`src/rtl/usb_fs_line_tx.sv`:
```
// ---------------------------------------------------------------------------
// usb_fs_line_tx
//
// Full-speed USB line transmitter. Takes a byte stream (first byte is the
// PID) and drives the D+/D- pair: SYNC, NRZI-encoded data with bit stuffing,
// then EOP (SE0, SE0, J).
//
// Parameters
//   BitClks      clk_i cycles per USB bit time (2..16)
//
// Ports
//   clk_i        transmit clock
//   rst_ni       asynchronous active-low reset
//   tx_data_i    byte to send, LSB first
//   tx_valid_i   byte available
//   tx_last_i    tx_data_i is the final byte of the packet
//   tx_ready_o   byte accepted when tx_valid_i & tx_ready_o (combinational)
//   usb_dp_o     D+ drive value (registered)
//   usb_dn_o     D- drive value (registered)
//   usb_oe_o     driver output enable (registered)
//   busy_o       state is not IDLE (registered)
//   underflow_o  one-cycle pulse when a packet is cut short for lack of data
// ---------------------------------------------------------------------------
module usb_fs_line_tx #(
  parameter int unsigned BitClks = 4
) (
  input  logic       clk_i,
  input  logic       rst_ni,
  input  logic [7:0] tx_data_i,
  input  logic       tx_valid_i,
  input  logic       tx_last_i,
  output logic       tx_ready_o,
  output logic       usb_dp_o,
  output logic       usb_dn_o,
  output logic       usb_oe_o,
  output logic       busy_o,
  output logic       underflow_o
);

  localparam int unsigned PhaseW = $clog2(BitClks);

  // Sent LSB first this gives bits 0,0,0,0,0,0,0,1, i.e. line KJKJKJKK.
  localparam logic [7:0] SyncPat = 8'h80;

  typedef enum logic [2:0] {
    IDLE,
    SYNC,
    DATA,
    EOP_SE0,
    EOP_J
  } state_e;

  state_e              state_q, state_d;
  logic [PhaseW-1:0]   phase_q, phase_d;
  logic [2:0]          bit_cnt_q, bit_cnt_d;
  logic [2:0]          ones_q, ones_d;
  logic                stuff_q, stuff_d;
  logic [7:0]          shift_q, shift_d;
  logic                last_q, last_d;
  logic                line_j_q, line_j_d;
  logic                dp_q, dp_d;
  logic                dn_q, dn_d;
  logic                oe_q, oe_d;
  logic                busy_q, busy_d;
  logic                uf_q, uf_d;

  logic                bit_end;
  logic                cur_bit;
  logic [2:0]          ones_inc;
  logic                stuff_due;
  logic                byte_end;
  logic                send_en;
  logic                send_bit;

  assign bit_end  = (phase_q == PhaseW'(BitClks - 1));
  assign cur_bit  = (state_q == SYNC) ? SyncPat[bit_cnt_q] : shift_q[0];
  assign ones_inc = cur_bit ? (ones_q + 3'd1) : 3'd0;

  // A stuff bit follows the data bit that brings the ones count to six.
  assign stuff_due = (state_q == DATA) && !stuff_q && (ones_inc == 3'd6);

  // Byte boundary: end of the eighth bit, or end of the stuff bit that
  // follows it. This is where the next byte is requested.
  assign byte_end = (state_q == DATA) && bit_end && (bit_cnt_q == 3'd7) && !stuff_due;

  assign tx_ready_o = (state_q == IDLE) ? tx_valid_i : (byte_end && !last_q);

  always_comb begin
    state_d   = state_q;
    bit_cnt_d = bit_cnt_q;
    ones_d    = ones_q;
    stuff_d   = stuff_q;
    shift_d   = shift_q;
    last_d    = last_q;
    line_j_d  = line_j_q;
    uf_d      = 1'b0;
    send_en   = 1'b0;
    send_bit  = 1'b0;
    dp_d      = 1'b1;
    dn_d      = 1'b0;
    oe_d      = 1'b0;

    if (state_q == IDLE) begin
      phase_d = '0;
    end else if (bit_end) begin
      phase_d = '0;
    end else begin
      phase_d = phase_q + PhaseW'(1);
    end

    case (state_q)
      IDLE: begin
        line_j_d = 1'b1;
        if (tx_valid_i) begin
          state_d   = SYNC;
          shift_d   = tx_data_i;
          last_d    = tx_last_i;
          bit_cnt_d = 3'd0;
          ones_d    = 3'd0;
          stuff_d   = 1'b0;
          // Line is J before SYNC, so the first SYNC bit is NRZI-coded from J.
          line_j_d  = SyncPat[0];
        end
      end

      SYNC: begin
        if (bit_end) begin
          ones_d  = ones_inc;
          send_en = 1'b1;
          if (bit_cnt_q == 3'd7) begin
            state_d   = DATA;
            bit_cnt_d = 3'd0;
            send_bit  = shift_q[0];
          end else begin
            bit_cnt_d = bit_cnt_q + 3'd1;
            send_bit  = SyncPat[bit_cnt_q + 3'd1];
          end
        end
      end

      DATA: begin
        if (bit_end) begin
          // During a stuff bit the shift register has already advanced.
          if (stuff_q) begin
            ones_d = 3'd0;
          end else begin
            ones_d  = ones_inc;
            shift_d = {1'b0, shift_q[7:1]};
          end
          stuff_d = 1'b0;

          if (stuff_due) begin
            stuff_d  = 1'b1;
            ones_d   = 3'd0;
            send_en  = 1'b1;
            send_bit = 1'b0;
          end else if (bit_cnt_q == 3'd7) begin
            bit_cnt_d = 3'd0;
            if (last_q) begin
              state_d = EOP_SE0;
            end else if (tx_valid_i) begin
              shift_d  = tx_data_i;
              last_d   = tx_last_i;
              send_en  = 1'b1;
              send_bit = tx_data_i[0];
            end else begin
              uf_d    = 1'b1;
              state_d = EOP_SE0;
            end
          end else begin
            bit_cnt_d = bit_cnt_q + 3'd1;
            send_en   = 1'b1;
            send_bit  = stuff_q ? shift_q[0] : shift_q[1];
          end
        end
      end

      EOP_SE0: begin
        if (bit_end) begin
          if (bit_cnt_q == 3'd1) begin
            state_d   = EOP_J;
            bit_cnt_d = 3'd0;
          end else begin
            bit_cnt_d = 3'd1;
          end
        end
      end

      EOP_J: begin
        if (bit_end) begin
          state_d   = IDLE;
          bit_cnt_d = 3'd0;
          ones_d    = 3'd0;
          stuff_d   = 1'b0;
        end
      end

      default: begin
        state_d = IDLE;
      end
    endcase

    // NRZI: a 0 toggles the line, a 1 holds it.
    if (send_en) begin
      line_j_d = send_bit ? line_j_q : !line_j_q;
    end

    // Output registers carry the symbol for the state being entered.
    case (state_d)
      SYNC, DATA: begin
        dp_d = line_j_d;
        dn_d = !line_j_d;
        oe_d = 1'b1;
      end
      EOP_SE0: begin
        dp_d = 1'b0;
        dn_d = 1'b0;
        oe_d = 1'b1;
      end
      EOP_J: begin
        dp_d = 1'b1;
        dn_d = 1'b0;
        oe_d = 1'b1;
      end
      default: begin
        dp_d = 1'b1;
        dn_d = 1'b0;
        oe_d = 1'b0;
      end
    endcase

    busy_d = (state_d != IDLE);
  end

  always_ff @(posedge clk_i or negedge rst_ni) begin
    if (!rst_ni) begin
      state_q   <= IDLE;
      phase_q   <= '0;
      bit_cnt_q <= 3'd0;
      ones_q    <= 3'd0;
      stuff_q   <= 1'b0;
      shift_q   <= 8'd0;
      last_q    <= 1'b0;
      line_j_q  <= 1'b1;
      dp_q      <= 1'b1;
      dn_q      <= 1'b0;
      oe_q      <= 1'b0;
      busy_q    <= 1'b0;
      uf_q      <= 1'b0;
    end else begin
      state_q   <= state_d;
      phase_q   <= phase_d;
      bit_cnt_q <= bit_cnt_d;
      ones_q    <= ones_d;
      stuff_q   <= stuff_d;
      shift_q   <= shift_d;
      last_q    <= last_d;
      line_j_q  <= line_j_d;
      dp_q      <= dp_d;
      dn_q      <= dn_d;
      oe_q      <= oe_d;
      busy_q    <= busy_d;
      uf_q      <= uf_d;
    end
  end

  assign usb_dp_o    = dp_q;
  assign usb_dn_o    = dn_q;
  assign usb_oe_o    = oe_q;
  assign busy_o      = busy_q;
  assign underflow_o = uf_q;

endmodule

```
`config.mk`:
```
export PLATFORM = sky130hd
export DESIGN_NAME = usb_fs_line_tx
export DESIGN_NICKNAME = d
export VERILOG_FILES = /design/src/rtl/usb_fs_line_tx.sv
export SDC_FILE = /design/constraint.sdc
export NUM_CORES = 1
export LEC_CHECK = 0
export CAP_MARGIN = 20
export CORE_ASPECT_RATIO = 1.5
export CORE_UTILIZATION = 30
export CTS_BUF_LIST = sky130_fd_sc_hd__clkbuf_8
export DETAILED_ROUTE_END_ITERATION = 6
export DONT_BUFFER_PORTS = 1
export PLACE_DENSITY = 0.41
export SLEW_MARGIN = 20
export SYNTH_ARGS = -nofsm -noshare
export SYNTH_HDL_FRONTEND = slang
export SYNTH_SLANG_ARGS = --single-unit
```
`constraint.sdc`:
```
create_clock -name clk_i -period 6 [get_ports clk_i]
set_input_delay 1.2 -clock clk_i [delete_from_list [all_inputs] [get_ports clk_i]]
set_output_delay 1.2 -clock clk_i [all_outputs]
set_load 0.05 [all_outputs]
```
# --- Word level (Yosys, flattened, before mapping) ---
# Memory sizes are Yosys's and may differ from the RTL's.
# Index checks and enable logic that the tools add are counted.
classes:
  add_sub_neg: 3
  mul: 0
  n_div: 0
  n_lt_le_gt_ge: 2
  n_eq_ne: 19
  n_shift: 0
  n_mux: 81
  n_bitwise: 0
  reduce_logical: 24
op_table:
  columns: ["operator", "n"]
  rows:
  - ["two-way mux 3 bit", 23]
  - ["two-way mux 8 bit", 7]
  - ["two-way mux 1 bit", 40]
  - ["one-hot mux 3 bit (5 select lines)", 2]
  - ["one-hot mux 8 bit (2 select lines)", 1]
  - ["equality test 3 x 2 -> 1 bit, second input constant", 4]
  - ["equality test 3 bit, second input constant", 4]
  - ["inequality test 2 bit, second input constant", 6]
  - ["one-hot mux 3 bit (4 select lines)", 1]
  - ["AND reduction 5 bit", 2]
  - ["equality test 3 x 1 -> 1 bit, second input constant", 3]
  - ["less-than comparator 3 x 4 -> 1 bit, second input constant", 2]
  - ["one-hot mux 1 bit (2 select lines)", 4]
  - ["AND reduction 7 bit", 1]
  - ["adder 3 x 1 -> 3 bit, second input constant", 2]
  - ["logical AND 1 bit", 6]
  - ["nonzero test 3 bit", 2]
  - ["logical NOT 1 bit", 5]
  - ["nonzero test 5 bit", 1]
  - ["two-way mux 2 bit", 2]
  - ["AND reduction 4 bit", 1]
  - ["nonzero test 4 bit", 1]
  - ["OR reduction 4 bit", 1]
  - ["logical NOT 3 bit", 1]
  - ["other kinds (7)", 7]
word_totals:
  ff_bits: 27
  latch_bits: 0
  ram_bits: 0
  rom_bits: 16
  input_bits: 12
  out_inout_bits: 6
  memories: 2
mem_list:
  columns: ["name", "depth", "width", "rd", "rd_ports_with_merged_regs", "wr", "line_no", "source"]
  rows:
  - ["(name not given)", 8, 1, 1, 0, 0, "136", "send_bit = SyncPat[bit_cnt_q + 3'd1];"]
  - ["(name not given)", 8, 1, 1, 0, 0, "76", "assign cur_bit = (state_q == SYNC) ? SyncPat[bit_cnt_q] : shift_q[0];"]

# --- Logic depth before layout (Yosys ltp) ---
depth:
  depth_word: 13
  depth_mapped: 9

# --- Worst setup path before layout ---
# OpenSTA, ideal clock, no wires.
synth_timing:
  path_type: "reg-to-output"
  start: "register ones_q[0]"
  end: "output port tx_ready_o"
  arrival_time_ns: 2.307
  required_ns: 4.800
  slack_ns: 2.493
  path_stages_with_launch: 6
  path_buffers: 0
  path_cell_list: "dfrtp_1 > ha_1 > and3b_1 > nand3_1 > nand4_1 > o21ai_0"
synth_via:
  elab_chain_cells: 8
synth_rtl:
  columns: ["item", "line_no", "source"]
  rows:
  - ["start: declaration", "56", "logic [2:0] ones_q, ones_d;"]
  - ["start signal: assignment", "254", "ones_q <= ones_d;"]
  - ["adder 3 x 1 -> 3 bit", "77", "assign ones_inc = cur_bit ? (ones_q + 3'd1) : 3'd0;"]
  - ["two-way mux 3 bit", "77", null]
  - ["equality test 3 bit", "80", "assign stuff_due = (state_q == DATA) && !stuff_q && (ones_inc == 3'd6);"]
  - ["logical AND 1 bit", "80", null]
  - ["logical NOT 1 bit", "84", "assign byte_end = (state_q == DATA) && bit_end && (bit_cnt_q == 3'd7) && !stuff_due;"]
  - ["logical AND 1 bit", "84", null]
  - ["logical AND 1 bit", "86", "assign tx_ready_o = (state_q == IDLE) ? tx_valid_i : (byte_end && !last_q);"]
  - ["two-way mux 1 bit", "86", null]
  - ["end: declaration", "32", "output logic tx_ready_o,"]
# Every way passes these cells.

# --- Final worst setup path ---
layout_timing:
  start: "register bit_cnt_q[0]"
  end: "output port tx_ready_o"
layout_via:
  elab_chain_cells: 10
  elab_cells_between_ends: 12
layout_rtl:
  columns: ["item", "line_no", "source"]
  rows:
  - ["start: declaration", "55", "logic [2:0] bit_cnt_q, bit_cnt_d;"]
  - ["start signal: assignment", "253", "bit_cnt_q <= bit_cnt_d;"]
  - ["memory read (8 x 1 bit)", null, null]
  - ["two-way mux 1 bit (not written as such)", "76", null]
  - ["two-way mux 1 bit", "76", null]
  - ["two-way mux 3 bit", "77", null]
  - ["equality test 3 bit", "80", null]
  - ["logical AND 1 bit", "80", null]
  - ["logical NOT 1 bit", "84", null]
  - ["logical AND 1 bit (*)", "84", null]
  - ["logical AND 1 bit (*)", "86", null]
  - ["two-way mux 1 bit (*)", "86", null]
# Mark *: on every way between the ends. The rest lies on a longest branch, timed or not. The select of a mux whose other input is x is not followed.

==> flow_metrics.py <==
metrics = {
    "power_and_ir_drop": {
        "p_comb_share_pct": 3.8,
        "sequentialPowerShare_pct": 61.9,
        "p_sw_share_pct": 24.1,
        "internal_power_w": 0.000241,
        "p_leak_nw": 0.684,
        "ir_drop_v": 0.0000849,
        "power_density_nw_per_um2": 187,
        "p_sw_w": 0.0000764,
        "p_clk_share_pct": 34.3,
    },
    "clock_network": {
        "clk_pin_slew_ns": 0.10,
        "clock_latency_ns": 0.28,
        "ctsResizeCount": 0,
        "cts-root-buf": "clkbuf_8",
        "cts_hold_buf": 0,
        "numCtsBuffers": 3,
        "post_cts_buffers": 0,
        "cts.path.max_buffers": 2,
        "clkSinkCount": 27,
        "cts_tree": "yes",
        "cts_max_level": 1,
    },
    "detailed_routing": {
        "via_per_inst": 5.31,
        "drc": 0,
        "drtIter0Drc": 46,
        "wl_per_cell_microns": 15.9,
        "antenna_left": 0,
        "dr_total_vias": 1259,
        "first_pass_iters": 4,
        "routed_wl_microns": 3770,
    },
    "hold_path": {
        "min_path_type": "register to register",
    },
    "worst_setup_path": {
        "crit_path_start_kind": "register",
        "critical_path_required_ns": 4.80,
        "arrival_ns": 2.50,
        "critPathMaxFanout": 14,
        "critPathCaptureType": "output pin",
        "crit_type": "register to output pin",
    },
    "synth": {
        "post_synth_num_cell_types": 43,
        "synthTopCellsByCount": "dfrtp_1, nor2_1, nand2_1, a21oi_1, o22ai_1",
        "synth-seq-cells": 27,
        "yosys.area.top_type": "dfrtp_1",
        "synth_top_cell_area_share_pct": 39.2,
        "yosys_warnings": 0,
        "synth_flop_cell": "dfrtp_1",
        "syn_area_sq_um": 1600,
        "syn_inst": 173,
        "syn_area_per_cell_sq_um": 9.22,
        "synth-edff-count": 0,
        "ys_async_sr_fraction_pct": 100,
        "synth_area_leaders": "dfrtp_1, ha_1, nor2_1, a21oi_1, nand2_1",
        "yosysMostFrequentCell": "dfrtp_1",
        "ys_seq_area_share_pct": 42.5,
        "synth_nets": 191,
    },
    "sta": {
        "max_freq_ghz": 0.271,
        "fin_worst_skew_ns": 0.00292,
        "setup_violations": 0,
        "slew_headroom_pct": 36.7,
        "rsz0062_at_grt": "false",
        "timing.final.crit_share_pct": 61.6,
        "tightestPinTransition_ns": 0.944,
        "post-route-min-period_ns": 3.70,
        "fin_tns_setup_ns": 0,
        "hold_viol_final": 0,
        "slew_violations": 0,
    },
    "die": {
        "initial_core_util_pct": 31.1,
        "coreArea_sq_um": 5120,
        "fp.dieArea_sq_um": 5620,
        "fp.dieW_microns": 61.5,
        "boundaryPins": 18,
        "rows": 32,
        "die_h_microns": 91.3,
    },
    "global_route": {
        "grt_busiest_layer": "met2",
        "grt_max_degree": 28,
        "grt_use_met1_pct": 19.5,
        "grt_pass1_vias": 1279,
        "antenna_found_initial": 0,
        "met2_usage_pct": 24.6,
        "grt.total_usage_pct": 15.5,
        "grt_pass1_wl_microns": 6500,
        "met3_usage_pct": 3.42,
        "overflow": 0,
    },
    "place": {
        "place.detailed.hpwl_microns": 2780,
        "numPlacedInstances": 233,
        "placement.io_buffers": 0,
        "gp_congestion": 0.811,
    },
    "final_layout": {
        "areaGrowthSynthToFinish_pct": 6.20,
        "n_fill_cell": 557,
        "layout-drive-gt1-share_pct": 7.10,
        "multi_input_area_sq_um": 863,
        "diodes": 0,
        "layout.cells.non_filler": 237,
        "nets": 188,
        "regArea_sq_um": 678,
    },
    "job": {
        "drv_cap": 0,
    },
    "outcome": {
        "status": "finished clean",
    },
}
==> per-layer routing <==
metal  wire length (microns)  vias up
met3                     127        8
met4                     117        0
li1                        -      618
met1                    1610      608
met2                    1920       25
met5                       0        -
==> critical path, cell delays in order, from the launching register on <==
cell and delay (ns):
dfrtp_1 0.45, ha_1 0.18, ha_1 0.47, nand4_1 0.30, o21ai_1 0.82
==> power by group through the flow <==
stage | combinational [W] | clock [W] | sequential, W
detailed placement | 0.0000119 | 0 | 0.000200
floorplan | 0.0000107 | 0 | 0.000199
global placement | 0.0000113 | 0 | 0.000200
global route | 0.0000135 | 0.000123 | 0.000197
CTS | 0.0000120 | 0.000115 | 0.000197
finish | 0.0000119 | 0.000109 | 0.000197
==> flip-flops by register name, indices dropped and copies added (netlist names) <==
register / cells
last_q: 1
busy_o: 1
bit_cnt_q: 3
line_j_q: 1
ones_q: 3
usb_oe_o: 1
usb_dn_o: 1
shift_q: 8
state_q: 3
underflow_o: 1
phase_q: 2
usb_dp_o: 1
stuff_q: 1
==> layout make-up <==
type | instances | share of cell area, %
tap | 68 | 5.02
sequential | 27 | 40.0
clock buffer | 3 | 2.44
multi-input combinational | 133 | 51.0
inverter | 5 | 1.11
clock inverter | 1 | 0.443
==> worst paths after layout <==
check / start / to / slack (ns) / cells past startpoint
setup / recovery: bit_cnt_q[0] / tx_ready_o / 2.30 / 4
hold / removal: phase_q[0] / phase_q[0] / 0.44 / 1
setup reg to reg: state_q[1] / shift_q[1] / 3.42 / 6
hold reg to reg: phase_q[0] / phase_q[0] / 0.44 / 1
max in group asynchronous: rst_ni / usb_dp_o / 5.22 / 0
min in group asynchronous: rst_ni / bit_cnt_q[2] / 0.60 / 0
==> stage by stage <==
step | worst slack [ns] | total power [W] | util [%] | hold WS [ns] | cell area (sq um)
after CTS | 2.26 | 0.000324 | 33.1 | 0.448 | 1690
after global routing | 2.14 | 0.000333 | 33.1 | 0.453 | 1690
final | 2.30 | 0.000317 | 33.1 | 0.442 | 1690
after global placement | 2.64 | 0.000211 | 32.1 | 0.430 | 1650
after detailed placement | 2.59 | 0.000212 | 32.1 | 0.430 | 1650
after floorplan | 2.49 | 0.000210 | - | 0.415 | 1600
==> cell usage in the layout, fill, tap and decap left out, types with 2 or more instances in the layout <==
cell type and n:
nand2_1 16, nand3b_1 2, xnor2_1 2, dfrtp_1 25, a21o_1 2, nor2b_1 5, ha_1 6, dfstp_2 2
clkbuf_8 3, mux2i_1 2, nand2b_1 8, o21ai_0 6, a211oi_1 2, nand3_1 6, o31ai_1 4, xor2_1 2
a31oi_1 3, nand4_1 2, a21oi_1 13, inv_1 5, or3_1 2, nor3_1 4, nor2_1 18, o22ai_1 9
==> logic make-up after synthesis <==
group | count (synthesis) | synth area share (%)
buffers and inverters | 13 | 3.37
xor gates and xnor gates | 4 | 2.20
DFF | 27 | 42.5
adders and majority gates | 6 | 4.71
and+or+nand+nor | 68 | 22.7
muxes | 3 | 1.96
AOI/OAI and AO/OA | 52 | 22.6
Power figures use the tool's default switching activity.
